==> src/rtl/uart_cmd_if.sv <==
// uart_cmd_if: rx/tx byte handshake and 8-bit memory port seen by the command sequencer.
interface uart_cmd_if #(parameter int ADDR_W = 8);
    logic              rx_valid;
    logic [7:0]        rx_data;
    logic              tx_busy;
    logic              tx_start;
    logic [7:0]        tx_data;
    logic              mem_we;
    logic              mem_re;
    logic [ADDR_W-1:0] mem_addr;
    logic [7:0]        mem_wdata;
    logic [7:0]        mem_rdata;
    logic              frame_err;
    modport master (
        input  rx_valid, rx_data, tx_busy, mem_rdata,
        output tx_start, tx_data, mem_we, mem_re, mem_addr, mem_wdata, frame_err
    );
    modport slave (
        output rx_valid, rx_data, tx_busy, mem_rdata,
        input  tx_start, tx_data, mem_we, mem_re, mem_addr, mem_wdata, frame_err
    );
endinterface

==> src/rtl/uart_cmd_ctrl.sv <==
// uart_cmd_ctrl: parses host frames from uart_rx, runs burst writes/reads on the memory
// port and feeds response bytes to uart_tx one at a time.
module uart_cmd_ctrl #(
    parameter int          ADDR_W      = 8,
    parameter int          TIMEOUT_CYC = 2_000_000,
    parameter logic [7:0]  ACK_BYTE    = 8'h06,
    parameter logic [7:0]  NAK_BYTE    = 8'h15
) (
    input logic       clk,
    input logic       rst,
    uart_cmd_if.master bus
);
    localparam int TW = $clog2(TIMEOUT_CYC + 1);
    localparam logic [3:0] IDLE       = 4'd0;
    localparam logic [3:0] GET_ADDR   = 4'd1;
    localparam logic [3:0] GET_LEN    = 4'd2;
    localparam logic [3:0] GET_DATA   = 4'd3;
    localparam logic [3:0] RD_ISSUE   = 4'd4;
    localparam logic [3:0] RD_CAPT    = 4'd5;
    localparam logic [3:0] TX_ISSUE   = 4'd6;
    localparam logic [3:0] TX_WAIT_HI = 4'd7;
    localparam logic [3:0] TX_WAIT_LO = 4'd8;

    logic [3:0]        state;
    logic              is_wr;
    logic [ADDR_W-1:0] addr;
    logic [7:0]        cnt;
    logic [TW-1:0]     tmo;
    logic              in_get;
    logic              expire;

    always_comb begin
        in_get = state == GET_ADDR || state == GET_LEN || state == GET_DATA;
        expire = in_get && !bus.rx_valid && tmo == TW'(TIMEOUT_CYC - 1);
    end

    always_ff @(posedge clk or posedge rst) begin
        if (rst) begin
            state         <= IDLE;
            is_wr         <= 1'b0;
            addr          <= '0;
            cnt           <= '0;
            tmo           <= '0;
            bus.tx_start  <= 1'b0;
            bus.tx_data   <= '0;
            bus.mem_we    <= 1'b0;
            bus.mem_re    <= 1'b0;
            bus.mem_addr  <= '0;
            bus.mem_wdata <= '0;
            bus.frame_err <= 1'b0;
        end else begin
            bus.tx_start  <= 1'b0;
            bus.mem_we    <= 1'b0;
            bus.mem_re    <= 1'b0;
            bus.frame_err <= 1'b0;
            tmo <= (in_get && !bus.rx_valid && !expire) ? tmo + 1'b1 : '0;
            case (state)
                IDLE: if (bus.rx_valid) begin
                    is_wr <= bus.rx_data == 8'h57;
                    cnt   <= '0;
                    if (bus.rx_data == 8'h57 || bus.rx_data == 8'h52) state <= GET_ADDR;
                    else begin
                        bus.tx_data <= NAK_BYTE;
                        state       <= TX_ISSUE;
                    end
                end
                GET_ADDR: if (bus.rx_valid) begin
                    addr  <= ADDR_W'(bus.rx_data);
                    state <= GET_LEN;
                end
                GET_LEN: if (bus.rx_valid) begin
                    cnt <= bus.rx_data;
                    if (is_wr && bus.rx_data == 8'd0) begin
                        bus.tx_data <= ACK_BYTE;
                        state       <= TX_ISSUE;
                    end else if (is_wr) state <= GET_DATA;
                    else if (bus.rx_data == 8'd0) state <= IDLE;
                    else begin
                        bus.mem_re   <= 1'b1;
                        bus.mem_addr <= addr;
                        state        <= RD_ISSUE;
                    end
                end
                GET_DATA: if (bus.rx_valid) begin
                    bus.mem_we    <= 1'b1;
                    bus.mem_addr  <= addr;
                    bus.mem_wdata <= bus.rx_data;
                    addr          <= addr + 1'b1;
                    cnt           <= cnt - 1'b1;
                    if (cnt == 8'd1) begin
                        bus.tx_data <= ACK_BYTE;
                        state       <= TX_ISSUE;
                    end
                end
                // mem_re was raised on entry, so read data is on the bus during RD_CAPT
                RD_ISSUE: state <= RD_CAPT;
                RD_CAPT: begin
                    bus.tx_data <= bus.mem_rdata;
                    addr        <= addr + 1'b1;
                    cnt         <= cnt - 1'b1;
                    state       <= TX_ISSUE;
                end
                TX_ISSUE: if (!bus.tx_busy) begin
                    bus.tx_start <= 1'b1;
                    state        <= TX_WAIT_HI;
                end
                TX_WAIT_HI: if (bus.tx_busy) state <= TX_WAIT_LO;
                TX_WAIT_LO: if (!bus.tx_busy) begin
                    if (!is_wr && cnt != 8'd0) begin
                        bus.mem_re   <= 1'b1;
                        bus.mem_addr <= addr;
                        state        <= RD_ISSUE;
                    end else state <= IDLE;
                end
                default: state <= IDLE;
            endcase
            if (expire) begin
                bus.frame_err <= 1'b1;
                state         <= IDLE;
            end
        end
    end
endmodule
==> src/flat_wrapper.sv <==
// flat-port wrapper written by rule: the top's interface ports become plain ports
module uart_cmd_ctrl_flat 
#(
    parameter int          ADDR_W      = 8,
    parameter int          TIMEOUT_CYC = 2_000_000,
    parameter logic [7:0]  ACK_BYTE    = 8'h06,
    parameter logic [7:0]  NAK_BYTE    = 8'h15
)
  (clk, rst, bus_rx_valid, bus_rx_data, bus_tx_busy, bus_mem_rdata, bus_tx_start, bus_tx_data, bus_mem_we, bus_mem_re, bus_mem_addr, bus_mem_wdata, bus_frame_err);
  uart_cmd_if #(.ADDR_W(ADDR_W)) bus_i ();
  input logic clk;
  input logic rst;
  input wire logic [$bits(bus_i.rx_valid)-1:0] bus_rx_valid;
  input wire logic [$bits(bus_i.rx_data)-1:0] bus_rx_data;
  input wire logic [$bits(bus_i.tx_busy)-1:0] bus_tx_busy;
  input wire logic [$bits(bus_i.mem_rdata)-1:0] bus_mem_rdata;
  output wire logic [$bits(bus_i.tx_start)-1:0] bus_tx_start;
  output wire logic [$bits(bus_i.tx_data)-1:0] bus_tx_data;
  output wire logic [$bits(bus_i.mem_we)-1:0] bus_mem_we;
  output wire logic [$bits(bus_i.mem_re)-1:0] bus_mem_re;
  output wire logic [$bits(bus_i.mem_addr)-1:0] bus_mem_addr;
  output wire logic [$bits(bus_i.mem_wdata)-1:0] bus_mem_wdata;
  output wire logic [$bits(bus_i.frame_err)-1:0] bus_frame_err;
  assign bus_i.rx_valid = bus_rx_valid;
  assign bus_i.rx_data = bus_rx_data;
  assign bus_i.tx_busy = bus_tx_busy;
  assign bus_i.mem_rdata = bus_mem_rdata;
  assign bus_tx_start = bus_i.tx_start;
  assign bus_tx_data = bus_i.tx_data;
  assign bus_mem_we = bus_i.mem_we;
  assign bus_mem_re = bus_i.mem_re;
  assign bus_mem_addr = bus_i.mem_addr;
  assign bus_mem_wdata = bus_i.mem_wdata;
  assign bus_frame_err = bus_i.frame_err;
  uart_cmd_ctrl #(.ADDR_W(ADDR_W), .TIMEOUT_CYC(TIMEOUT_CYC), .ACK_BYTE(ACK_BYTE), .NAK_BYTE(NAK_BYTE)) u_core (.clk(clk), .rst(rst), .bus(bus_i));
endmodule
==> config.mk <==
export PLATFORM = sky130hd
export DESIGN_NAME = uart_cmd_ctrl_flat
export DESIGN_NICKNAME = d
export VERILOG_FILES = /design/src/rtl/uart_cmd_if.sv /design/src/rtl/uart_cmd_ctrl.sv /design/src/flat_wrapper.sv
export SDC_FILE = /design/constraint.sdc
export NUM_CORES = 1
export LEC_CHECK = 0
export BUFFER_PORTS_ARGS = -buffer_cell sky130_fd_sc_hd__clkbuf_2
export CORE_MARGIN = 2
export CORE_UTILIZATION = 30
export DETAILED_ROUTE_END_ITERATION = 16
export PLACE_DENSITY = 0.53
export SLEW_MARGIN = 20
export SYNTH_ARGS = -nofsm -noshare
export SYNTH_HDL_FRONTEND = slang
export SYNTH_SLANG_ARGS = --single-unit
==> constraint.sdc <==
create_clock -name clk -period 2.7 [get_ports clk]
set_input_delay 0 -clock clk [delete_from_list [all_inputs] [get_ports clk]]
set_output_delay 0 -clock clk [all_outputs]
set_load 0.01 [all_outputs]
=== Yosys cells after proc, flatten, opt, wreduce, memory -nomap -nowiden ===
Index checks and enable logic that the tools add are counted.

* Bits in registers: 70
* Logic and storage cells: 120
* Bits of input ports: 20

* Multiplexer cells: 49
* Add/subtract/negate cells: 3
* Reductions and logical operators: 24
* Equal/unequal tests: 32

{| class="wikitable"
|+ Operators by type and width
! operator !! count
|-
| 8-bit two-way mux || 17
|-
| 8-bit one-hot mux with 4 select lines || 2
|-
| 8-bit one-hot mux with 3 select lines || 2
|-
| 4-bit two-way mux || 11
|-
| 4-bit one-hot mux with 9 select lines || 1
|-
| 3-bit by 2-bit inequality test with 1-bit output (second input constant) || 8
|-
| 2-bit inequality test (second input constant) || 11
|-
| 21-bit by 1-bit adder with 21-bit output (second input constant) || 1
|-
| 21-bit equality test (second input constant) || 1
|-
| 21-bit two-way mux || 1
|-
| 4-bit by 3-bit equality test with 1-bit output (second input constant) || 4
|-
| 8-bit by 7-bit equality test with 1-bit output (second input constant) || 2
|-
| 8-bit AND reduction || 2
|-
| 1-bit two-way mux || 11
|-
| 3-bit two-way mux || 3
|-
| 8-bit by 1-bit adder with 8-bit output (second input constant) || 1
|-
| 4-bit by 2-bit equality test with 1-bit output (second input constant) || 2
|-
| 8-bit by 1-bit equality test with 1-bit output (second input constant) || 1
|-
| 8-bit logical NOT || 1
|-
| 8-bit nonzero test || 1
|-
| 8-bit by 1-bit subtractor with 8-bit output (second input constant) || 1
|-
| 7-bit AND reduction || 1
|-
| 3-bit nonzero test || 2
|-
| 1-bit logical AND || 5
|-
| 11 further kinds || 16
|}

=== Longest topological paths before layout ===
Gate-level depths: netlist of run 1.

* Word-level depth: 8
* Depth in mapped cells: 8

=== Worst setup path after synthesis of run 1 ===
OpenSTA, ideal clock, no wires.

* Path kind: register -> register
* Start: reg u_core.state[1]
* End: reg u_core.bus.tx_data[0]
* Library setup time: 125 ps
* Required time: 2575 ps
* Stages on the path, launching flop included: 8
* Arrival time: 1855 ps
* Setup slack: 720 ps
* Period minus slack after synthesis: 1980 ps
* Cell sequence: dfrtp_1 > buf_2 > nor2b_4 > nand2_1 > a21o_1 > or4b_1 > buf_6 > mux2_4

* Cells in the longest elaborated chain, start to end: 3
* Elaborated cells between the ends (all ways): 13

{| class="wikitable"
|+ Ends and longest elaborated chain
! what !! line !! RTL
|-
| start: declaration || uart_cmd_ctrl.sv:24 || <nowiki>logic [3:0] state;</nowiki>
|-
| start signal: assignment || uart_cmd_ctrl.sv:39 || <nowiki>state <= IDLE;</nowiki>
|-
| start signal: assignment || uart_cmd_ctrl.sv:61 || <nowiki>if (bus.rx_data == 8'h57 || bus.rx_data == 8'h52) state <= GET_ADDR;</nowiki>
|-
| start signal: assignment || uart_cmd_ctrl.sv:64 || <nowiki>state <= TX_ISSUE;</nowiki>
|-
| 4-bit by 2-bit equality test with 1-bit output, or another cell as far along || uart_cmd_ctrl.sv:57 || <nowiki>case (state)</nowiki>
|-
| 2-bit inequality test (no source line) / 4-bit nonzero test (equally long branches) || - ||
|-
| 7-bit AND reduction (no source line) || - ||
|-
| end signal: assignment || uart_cmd_ctrl.sv:98 || <nowiki>bus.tx_data <= bus.mem_rdata;</nowiki>
|-
| end: declaration || uart_cmd_if.sv:16 || <nowiki>output tx_start, tx_data, mem_we, mem_re, mem_addr, mem_wdata, frame_err</nowiki>
|}

Parallel ways exist; a longest one is shown, timed or not.
A chain may end at the register's enable or synchronous reset.

=== Worst setup path after layout of run 1 ===
* Start: in bus_rx_data[3]
* End: reg u_core.bus.tx_data[0]

* Cells in the longest elaborated chain, start to end: 4
* Elaborated cells between the ends (all ways): 8

{| class="wikitable"
|+ Ends and longest elaborated chain
! what !! line !! RTL
|-
| start: declaration || flat_wrapper.sv:14 || <nowiki>input wire logic [$bits(bus_i.rx_data)-1:0] bus_rx_data;</nowiki>
|-
| 8-bit by 7-bit equality test with 1-bit output / 8-bit logical NOT (equally long branches) || uart_cmd_ctrl.sv:61, uart_cmd_ctrl.sv:73 ||
|-
| 1-bit logical OR / 1-bit logical AND (equally long branches) || uart_cmd_ctrl.sv:61, uart_cmd_ctrl.sv:73 ||
|-
| 2-bit inequality test (no source line) || - ||
|-
| 7-bit AND reduction (no source line) (*) || - ||
|}

Mark *: on every way between the ends. The rest lies on a longest branch, timed or not.

==> impl_metrics.toml, run 1 <==
[worst_setup_path]
critPathMaxFanout = 8
reg2reg_from = "u_core.state[1]$_DFFE_PP0P_"
path_class = "input port to register"
r2r_end = "u_core.bus.tx_data[0]$_DFFE_PP0P_"
cp-end-kind = "register"
arrival_ps = 2710
critPathLaunchType = "input port"
cp.required_ps = 2910
r2r.worst_path.cells = 5
r2r_setup_slack_ps = 290

[drt]
firstDrtPassIters = 4
ant_nets = 0
vias_per_cell = 5.01
vias = 2941
drt_iter0_drc = 116
wl_um = 8650
wl_per_cell_um = 14.7
post-route-drc-count = 0

[die]
dieArea_um2 = 13100
ios = 48
start_util = 0.305
rows = 40
die_y_um = 114
core_area_um2 = 12000
die_w_um = 114

[synthesis]
postSynthRegisterBits = 70
synth_area_leaders = "dfrtp_1 48%, mux2_2 4.9%, nor2_1 4.6%"
synth_nets = 399
synth_common_cells = "70 x dfrtp_1, 45 x nor2_1, 35 x nand2_1, 16 x mux2_2, 16 x xor2_1"
synth_ff_type = "dfrtp_1"
syn_area_um2 = 3650
synth_edf_count = 0
async_flop_share = 1.00
synth_cells = 372
synthMostInstantiatedCell = "dfrtp_1"
syn_area_per_cell_um2 = 9.82
synth_area_leader_cell = "dfrtp_1"
yosysTopAreaCellShare = 0.480
yosysUniqueCellTypes = 56
yosysSeqAreaShare = 0.480
yosys_warnings = 0

[min_path]
worstHoldEndpoint = "u_core.bus.mem_wdata[6]$_DFFE_PP0P_"
hold_depth = 2
hp-start = "bus_rx_data[6]"
min_path_type = "input port to register"

[placement]
port_buffers = 47
place_inst = 561
hpwlAfterDp_um = 6030
globalplace.congestion = 0.849
place_area_um2 = 4080

[pwr]
clkPwrFrac = 0.281
cellPowerDensity_nw_per_um2 = 1060
p_int_w = 0.00307
seq_power_share = 0.348
p_sw_w = 0.00172
p_leak_nw = 2.04
pwr-share-comb = 0.371
vdd_ir_drop_max_mv = 0.512
switching_share = 0.359

[sta]
grt_setup_unrepaired = "no"
hold_viol = 0
setup_viol = 0
worst_pin_slew_ps = 655
max_freq_ghz = 0.400
clock_skew_ps = 9.63
fin_crit_sh = 0.926
fin_tns_setup_ps = 0
relSlewSlack = 0.559
slew_violations = 0
timing.final.crit_period_ps = 2500

[grt]
grt_pass1_vias = 2964
grt_max_degree = 43
use_met2 = 0.236
use_met3 = 0.0286
overflow = 0
antenna_found_initial = 0
grt_use_met1 = 0.175
grt.busiest_layer = "met2"
grt.total_usage = 0.138
grt_pass1_wl_um = 14400

[clocking]
clockRootBuffer = "clkbuf_16"
post-cts-setup-buffers = 0
cts_inserted_buffers = 9
clk_pin_slew_ps = 60
cts_sinks = 70
worstSkewPairLatency_ps = 330
clk_path_buf_depth = 2
cts_tree = "done"
htreeDepth = 3

[run]
drv_cap = 0

[layout]
nets = 463
final_util = 0.378
layout-drive-gt1-share = 0.220
antenna_cells = 0
stdcell_area_um2 = 4520
stdcell_count = 587
area_delta_synth_final_pct = 23.8

[run_status]
outcome = "complete, no violations"
## registers in the layout (all words and copies together), names as in the netlist, 4 cells and up
name,cells
u_core.cnt,8
u_core.tmo,21
u_core.state,4
u_core.bus.mem_addr,8
u_core.bus.mem_wdata,8
u_core.addr,8
u_core.bus.tx_data,8
## metal layers
metal,wire [µm],up-vias
li1,-,1455
met1,3970,1431
met2,4250,47
met3,303,8
met4,120,0
met5,0,-
## how the worst max path moves through the flow
stage / start / endpoint / slack (ps) / depth (start not counted)
floorplan: u_core.state[1]$_DFFE_PP0P_ / u_core.bus.tx_data[0]$_DFFE_PP0P_ / 720 / 7
global placement: u_core.state[0]$_DFFE_PP0P_ / u_core.bus.tx_data[4]$_DFFE_PP0P_ / 380 / 5
detailed placement: u_core.state[1]$_DFFE_PP0P_ / u_core.bus.tx_data[0]$_DFFE_PP0P_ / 320 / 5
CTS: bus_rx_data[3] / u_core.bus.tx_data[0]$_DFFE_PP0P_ / 190 / 8
global route: bus_rx_data[3] / u_core.bus.tx_data[0]$_DFFE_PP0P_ / 50 / 8
finish: bus_rx_data[3] / u_core.bus.tx_data[0]$_DFFE_PP0P_ / 200 / 8
## worst max-delay path, stage by stage
cell           delay (ps)
dlygate4sd3_1         530
clkbuf_2              150
nor3_1                420
and3_1                290
ha_1                  200
nor4_1                 60
or4b_1                700
mux2_4                370
## final cells by class
type / count / area (µm²)
Fill cell: 1210 / 7440
Multi-Input combinational cell: 275 / 1780
Sequential cell: 70 / 1750
Timing Repair Buffer: 66 / 418
Clock buffer: 10 / 229
Tap cell: 147 / 184
Clock inverter: 5 / 108
Inverter: 14 / 52.6
## power by group through the flow
stage | logic [W] | registers [W] | clock network (W)
after global placement | 0.00177 | 0.00167 | 0
after floorplan | 0.00127 | 0.00162 | 0
after global routing | 0.00197 | 0.00172 | 0.00142
after detailed placement | 0.00177 | 0.00168 | 0
final | 0.00178 | 0.00167 | 0.00135
after CTS | 0.00179 | 0.00167 | 0.00138
## per-stage QoR
stage | power (W) | hold slack (ps) | worst slack [ps]
6_report | 0.00479 | 4.44 | 201
5_1_grt | 0.00511 | 27.5 | 53.4
4_1_cts | 0.00484 | 7.44 | 193
3_5_place_dp | 0.00345 | 133 | 317
3_3_place_gp | 0.00344 | 126 | 378
2_1_floorplan | 0.00290 | 70.8 | 720
## what timing repair did
action	CTS	global route
endpoints found under the setup margin	0	0
hold endpoints to repair	38	0
resized for setup	0	0
hold buffers	11	0
## logic make-up (layout without fill, tap and decap cells)
kind of cell / after synthesis / count (layout) / synth area share
flip-flops: 70 / 70 / 0.480
AND/OR/NAND/NOR: 152 / 152 / 0.210
adder cells (fa/ha/maj): 7 / 7 / 0.0240
AO/OA/AOI/OAI: 72 / 72 / 0.132
XOR/XNOR: 22 / 22 / 0.0528
multiplexers: 22 / 22 / 0.0685
buffers and inverters: 27 / 95 / 0.0329
## placed cells by master, fill, tap and decap left out, types with 3 or more instances in the layout
cell type	n
nor3_1	6
xor2_1	16
dlygate4sd3_1	11
nand3_1	14
dfrtp_1	70
o21bai_1	3
clkbuf_16	9
buf_4	7
o31ai_1	3
mux2_2	16
ha_1	7
a21oi_1	15
nand2_1	35
clkbuf_2	47
bufinv_16	3
o22ai_1	3
nand2b_1	3
mux2i_1	4
a22o_1	11
and3_1	9
xnor2_1	6
o21ai_1	3
or3_1	3
nor4_1	6
nand4_1	11
inv_1	13
nor2b_1	3
o21ai_0	14
nor2_1	45
Power figures use the tool's default switching activity.
==> inputs of run 2 (changes only) <==
RECOVER_POWER = 100   (was not set)
==> run 2 against run 1 <==
  * Die area did not move
  * Via count rose by 1.5%
  * Setup slack got worse by 22 ps
  * Final area fell by 1.5%
  * Wire length fell by 0.16%
  * Fmax fell by 0.86%
  * Sequential share of layout area rose by 0.61 points
  * Worst hold slack improved by 4.0 ps
  * Largest cell class unchanged
  * Highest routed layer unchanged
==> impl_metrics.toml, run 2 (same netlist as run 1, synthesis figures left out) <==
[sta]
slew_violations = 0
timing.final.crit_period_ps = 2520
relSlewSlack = 0.267
setup_viol = 0
fin_crit_sh = 0.934
max_freq_ghz = 0.397
clock_skew_ps = 8.82
grt_setup_unrepaired = "no"
hold_viol = 0
worst_pin_slew_ps = 1100
fin_tns_setup_ps = 0

[drt]
vias = 2985
wl_per_cell_um = 14.7
vias_per_cell = 5.09
wl_um = 8640
firstDrtPassIters = 4
drt_iter0_drc = 113
ant_nets = 0
post-route-drc-count = 0

[placement]
place_area_um2 = 4080
hpwlAfterDp_um = 6030
port_buffers = 47
globalplace.congestion = 0.849

[grt]
grt.total_usage = 0.138
grt_max_degree = 43
grt_pass1_vias = 2964
grt_pass1_wl_um = 14400
overflow = 0
antenna_found_initial = 0

[layout]
layout_common_cells = "70 x dfrtp_1, 46 x nor2_1, 35 x nand2_1, 32 x clkbuf_1, 19 x clkbuf_2"
mostFrequentLayoutCell = "dfrtp_1"
layout-drive-gt1-share = 0.141
largest_register_ffs = 21
antenna_cells = 0
area_delta_synth_final_pct = 21.9
final_util = 0.372
fillCellCount = 1219
regMostFlops = "u_core.tmo"
nets = 463
stdcell_area_um2 = 4450

[die]
die_y_um = 114
start_util = 0.305
rows = 40
core_area_um2 = 12000
dieArea_um2 = 13100
ios = 48
die_w_um = 114

[worst_setup_path]
cp-end-kind = "register"
arrival_ps = 2730
critPathMaxFanout = 8
path_class = "input port to register"
critPathLaunchType = "input port"
cp.required_ps = 2910

[pwr]
p_leak_nw = 1.94
vdd_ir_drop_max_mv = 0.509
cellPowerDensity_nw_per_um2 = 1060
total_power_w = 0.00472

[clocking]
clk_path_buf_depth = 2
clk_pin_slew_ps = 60
worstSkewPairLatency_ps = 330
htreeDepth = 3
cts_sinks = 70
cts_resized = 0
cts_inserted_buffers = 9
cts_tree = "done"
clockRootBuffer = "clkbuf_16"

[min_path]
min_path_type = "input port to register"

[run]
drv_cap = 0

[run_status]
outcome = "complete, no violations"
run 2: changes by cell type in the layout (fill, tap and decap cells not counted), sizes merged:
cell	change
buf	-3
clkbuf	+3
run 2: report_power, final:
group / leakage, nW / total [W] / switching (W) / internal, W
logic: 0.875 / 0.00171 / 0.000950 / 0.000760
clock network: 0.163 / 0.00135 / 0.000444 / 0.000902
registers: 0.898 / 0.00167 / 0.000315 / 0.00135
total: 1.94 / 0.00472 / 0.00171 / 0.00301
run 2: what timing repair did:
item / in CTS / in global routing
hold endpoints to repair: 38 / 0
hold buffers: 11 / 0
buffers inserted: 0 / 0
run 2: through the flow:
step	worst slack, ps	hold slack [ps]	instances
finish	179	8.44	587
global route	27.8	27.5	587
CTS	193	7.44	587
detailed placement	317	133	561
global placement	378	126	561
floorplan	720	70.8	372
run 2: path summary, 6_finish.rpt:
path | from | endpoint | slack (ps) | cells after the start
max | bus_rx_data[3] | u_core.bus.tx_data[0]$_DFFE_PP0P_ | 180 | 8
min | bus_rx_data[6] | u_core.bus.mem_wdata[6]$_DFFE_PP0P_ | 8 | 2
max reg2reg | u_core.state[1]$_DFFE_PP0P_ | u_core.bus.mem_addr[4]$_DFFE_PP0P_ | 270 | 5
min reg2reg | u_core.bus.mem_addr[5]$_DFFE_PP0P_ | u_core.bus.mem_addr[5]$_DFFE_PP0P_ | 510 | 1
max in group asynchronous | rst | u_core.cnt[0]$_DFFE_PP0P_ | 620 | 4
min in group asynchronous | rst | u_core.tmo[13]$_DFF_PP0_ | 480 | 3
run 2: critical path, cell delays in order:
cell	delay (ps)
dlygate4sd3_1	530
clkbuf_1	160
nor3_1	430
and3_1	290
ha_1	200
nor4_1	60
or4b_1	690
mux2_4	370
run 2: metal layers:
| metal | part of all wire | up-vias | global-route usage |
|---|---|---|---|
| met5 | 0 | - | 0 |
| met4 | 0.014 | 0 | 0.0480 |
| met3 | 0.033 | 8 | 0.0286 |
| met2 | 0.49 | 57 | 0.236 |
| met1 | 0.46 | 1466 | 0.175 |
| li1 | - | 1454 | - |
run 2: final cells by class:
type | instances | area (µm²) | share of cell area
inverters | 14 | 52.6 | 0.0118
clock buffers | 10 | 229 | 0.0514
flip-flops and latches | 70 | 1750 | 0.393
well taps | 147 | 184 | 0.0413
clock inverters | 5 | 108 | 0.0242
repair buffers | 66 | 359 | 0.0806
multi-input cells | 275 | 1770 | 0.397
==> inputs of run 3 (changes only) <==
REMOVE_ABC_BUFFERS = 1   (was not set)
==> run 3 against run 2 <==
  * The flow now finishes with violations (max-capacitance violations, max-slew violations)
  * Largest cell class unchanged
  * Cell count rose by 0.85%
  * Sequential share of layout area is 0.13 points lower
  * Clock power fell by 7%
  * Combinational power is essentially flat
  * Highest routed layer unchanged
  * Critical path depth unchanged
==> impl_metrics.toml, run 3 (same netlist as run 1, synthesis figures left out) <==
[worst_setup_path]
critPathMaxFanout = 8
critPathLaunchType = "input port"
arrival_ps = 2650
reg2reg_from = "u_core.state[1]$_DFFE_PP0P_"
cp.required_ps = 2910
cp_slowest_cell = "or4b_1"
path_class = "input port to register"
r2r.worst_path.cells = 5
cp-end-kind = "register"
crit_buf_inv = 2
cp_cell_sequence = "dlygate4sd3_1, clkbuf_1, nor3_1, and3_1, ha_1, nor4_1, or4b_1, mux2_1"
critPathMaxStageDelay_ps = 670
r2r_setup_slack_ps = 280
r2r_end = "u_core.bus.mem_addr[2]$_DFFE_PP0P_"
cp_top_family = "simple AND/OR/NAND/NOR gates"

[sta]
setup_viol = 0
slew_violations = 71
timing.final.crit_period_ps = 2440
fin_crit_sh = 0.902
worst_pin_slew_ps = 1720
grt_setup_unrepaired = "no"
fin_tns_setup_ps = 0
relSlewSlack = -0.149
clock_skew_ps = 3.79
hold_viol = 0
max_freq_ghz = 0.410

[die]
ios = 48
die_w_um = 114
die_y_um = 114
start_util = 0.305
rows = 40
core_area_um2 = 12000
dieArea_um2 = 13100

[clocking]
clk_pin_slew_ps = 60
cts_tree = "done"
worstSkewPairLatency_ps = 330
post-cts-setup-buffers = 0
clk_path_buf_depth = 2
cts_sinks = 70
htreeDepth = 3
cts_inserted_buffers = 9
clockRootBuffer = "clkbuf_16"

[layout]
layout-drive-gt1-share = 0.139
mostFrequentLayoutCell = "dfrtp_1"
regMostFlops = "u_core.tmo"
fillCellCount = 1202
ff_latch_area_um2 = 1750
largest_register_ffs = 21
nets = 467
antenna_cells = 0
layout_common_cells = "70 x dfrtp_1, 46 x nor2_1, 35 x nand2_1, 33 x clkbuf_1, 19 x clkbuf_2"
multi_input_area_um2 = 1770
area_delta_synth_final_pct = 22.3

[placement]
globalplace.congestion = 0.857
hpwlAfterDp_um = 6040
port_buffers = 47

[drt]
vias = 2961
wl_um = 8720
vias_per_cell = 5.00
ant_nets = 0
wl_per_cell_um = 14.7
firstDrtPassIters = 4
drt_iter0_drc = 90
post-route-drc-count = 0

[grt]
antenna_found_initial = 0
grt_pass1_vias = 3055
overflow = 0
grt_pass1_wl_um = 14800
grt_max_degree = 71
grt.total_usage = 0.143

[min_path]
hold_depth = 2
min_path_type = "input port to register"
hp-start = "bus_rx_data[3]"
worstHoldEndpoint = "u_core.bus.mem_wdata[3]$_DFFE_PP0P_"

[pwr]
cellPowerDensity_nw_per_um2 = 1040
total_power_w = 0.00462
switching_share = 0.369
vdd_ir_drop_max_mv = 0.573
seq_power_share = 0.360
p_leak_nw = 1.93
pwr-share-comb = 0.371
p_sw_w = 0.00171
clkPwrFrac = 0.269
p_int_w = 0.00292

[run_status]
violations = "max-capacitance violations, max-slew violations"
outcome = "complete, but fails checks"

[run]
drv_cap = 1
[run 3: what timing repair did]
item                                    in CTS  in global routing
hold buffers                                14                  0
resized for setup                            0                  0
endpoints found under the setup margin       0                  0
endpoints found under the hold margin       83                  0
[run 3: layout make-up]
| class | instances | area share |
|---|---|---|
| tap | 147 | 0.0412 |
| timing repair buffer | 70 | 0.0879 |
| multi-input combinational | 275 | 0.395 |
| clock buffer | 14 | 0.0636 |
| clock inverter | 2 | 0.00840 |
| sequential | 70 | 0.392 |
| inverter | 14 | 0.0118 |
[run 3: power by group through the flow]
stage	Clock [W]	Sequential, W	Combinational [W]
floorplan	0	0.00170	0.00113
global placement	0	0.00167	0.00179
finish	0.00125	0.00166	0.00172
detailed placement	0	0.00168	0.00180
global route	0.00132	0.00172	0.00191
CTS	0.00127	0.00167	0.00183
[run 3: worst max path at each step]
| stage | start | end | slack (ps) | cells past startpoint |
|---|---|---|---|---|
| 5_1_grt | bus_rx_data[5] | u_core.bus.tx_data[0]$_DFFE_PP0P_ | 110 | 8 |
| 2_1_floorplan | u_core.state[2]$_DFFE_PP0P_ | u_core.bus.tx_data[0]$_DFFE_PP0P_ | 490 | 5 |
| 3_3_place_gp | u_core.state[0]$_DFFE_PP0P_ | u_core.bus.tx_data[4]$_DFFE_PP0P_ | 390 | 5 |
| 4_1_cts | bus_rx_data[5] | u_core.bus.tx_data[0]$_DFFE_PP0P_ | 310 | 8 |
| 6_report | bus_rx_data[5] | u_core.bus.tx_data[0]$_DFFE_PP0P_ | 260 | 8 |
| 3_5_place_dp | u_core.state[2]$_DFFE_PP0P_ | u_core.bus.tx_data[0]$_DFFE_PP0P_ | 330 | 5 |
[run 3: per-stage QoR]
stage	hold WS, ps	area (µm²)	utilization	std cells	setup slack (ps)
after floorplan	70.8	3580	-	359	487
after global placement	103	4080	0.341	562	389
after detailed placement	109	4080	0.341	562	327
after CTS	8.36	4550	0.380	592	308
after global routing	27.7	4470	0.374	592	112
final	6.74	4470	0.374	592	264
[run 3: layer usage]
layer,vias to the layer above,share of wire,track usage,routed length [µm]
met5,-,0,0,0
met2,50,0.49,0.235,4230
li1,1473,-,-,-
met3,10,0.039,0.0434,336
met1,1428,0.47,0.182,4070
met4,0,0.0095,0.0439,83
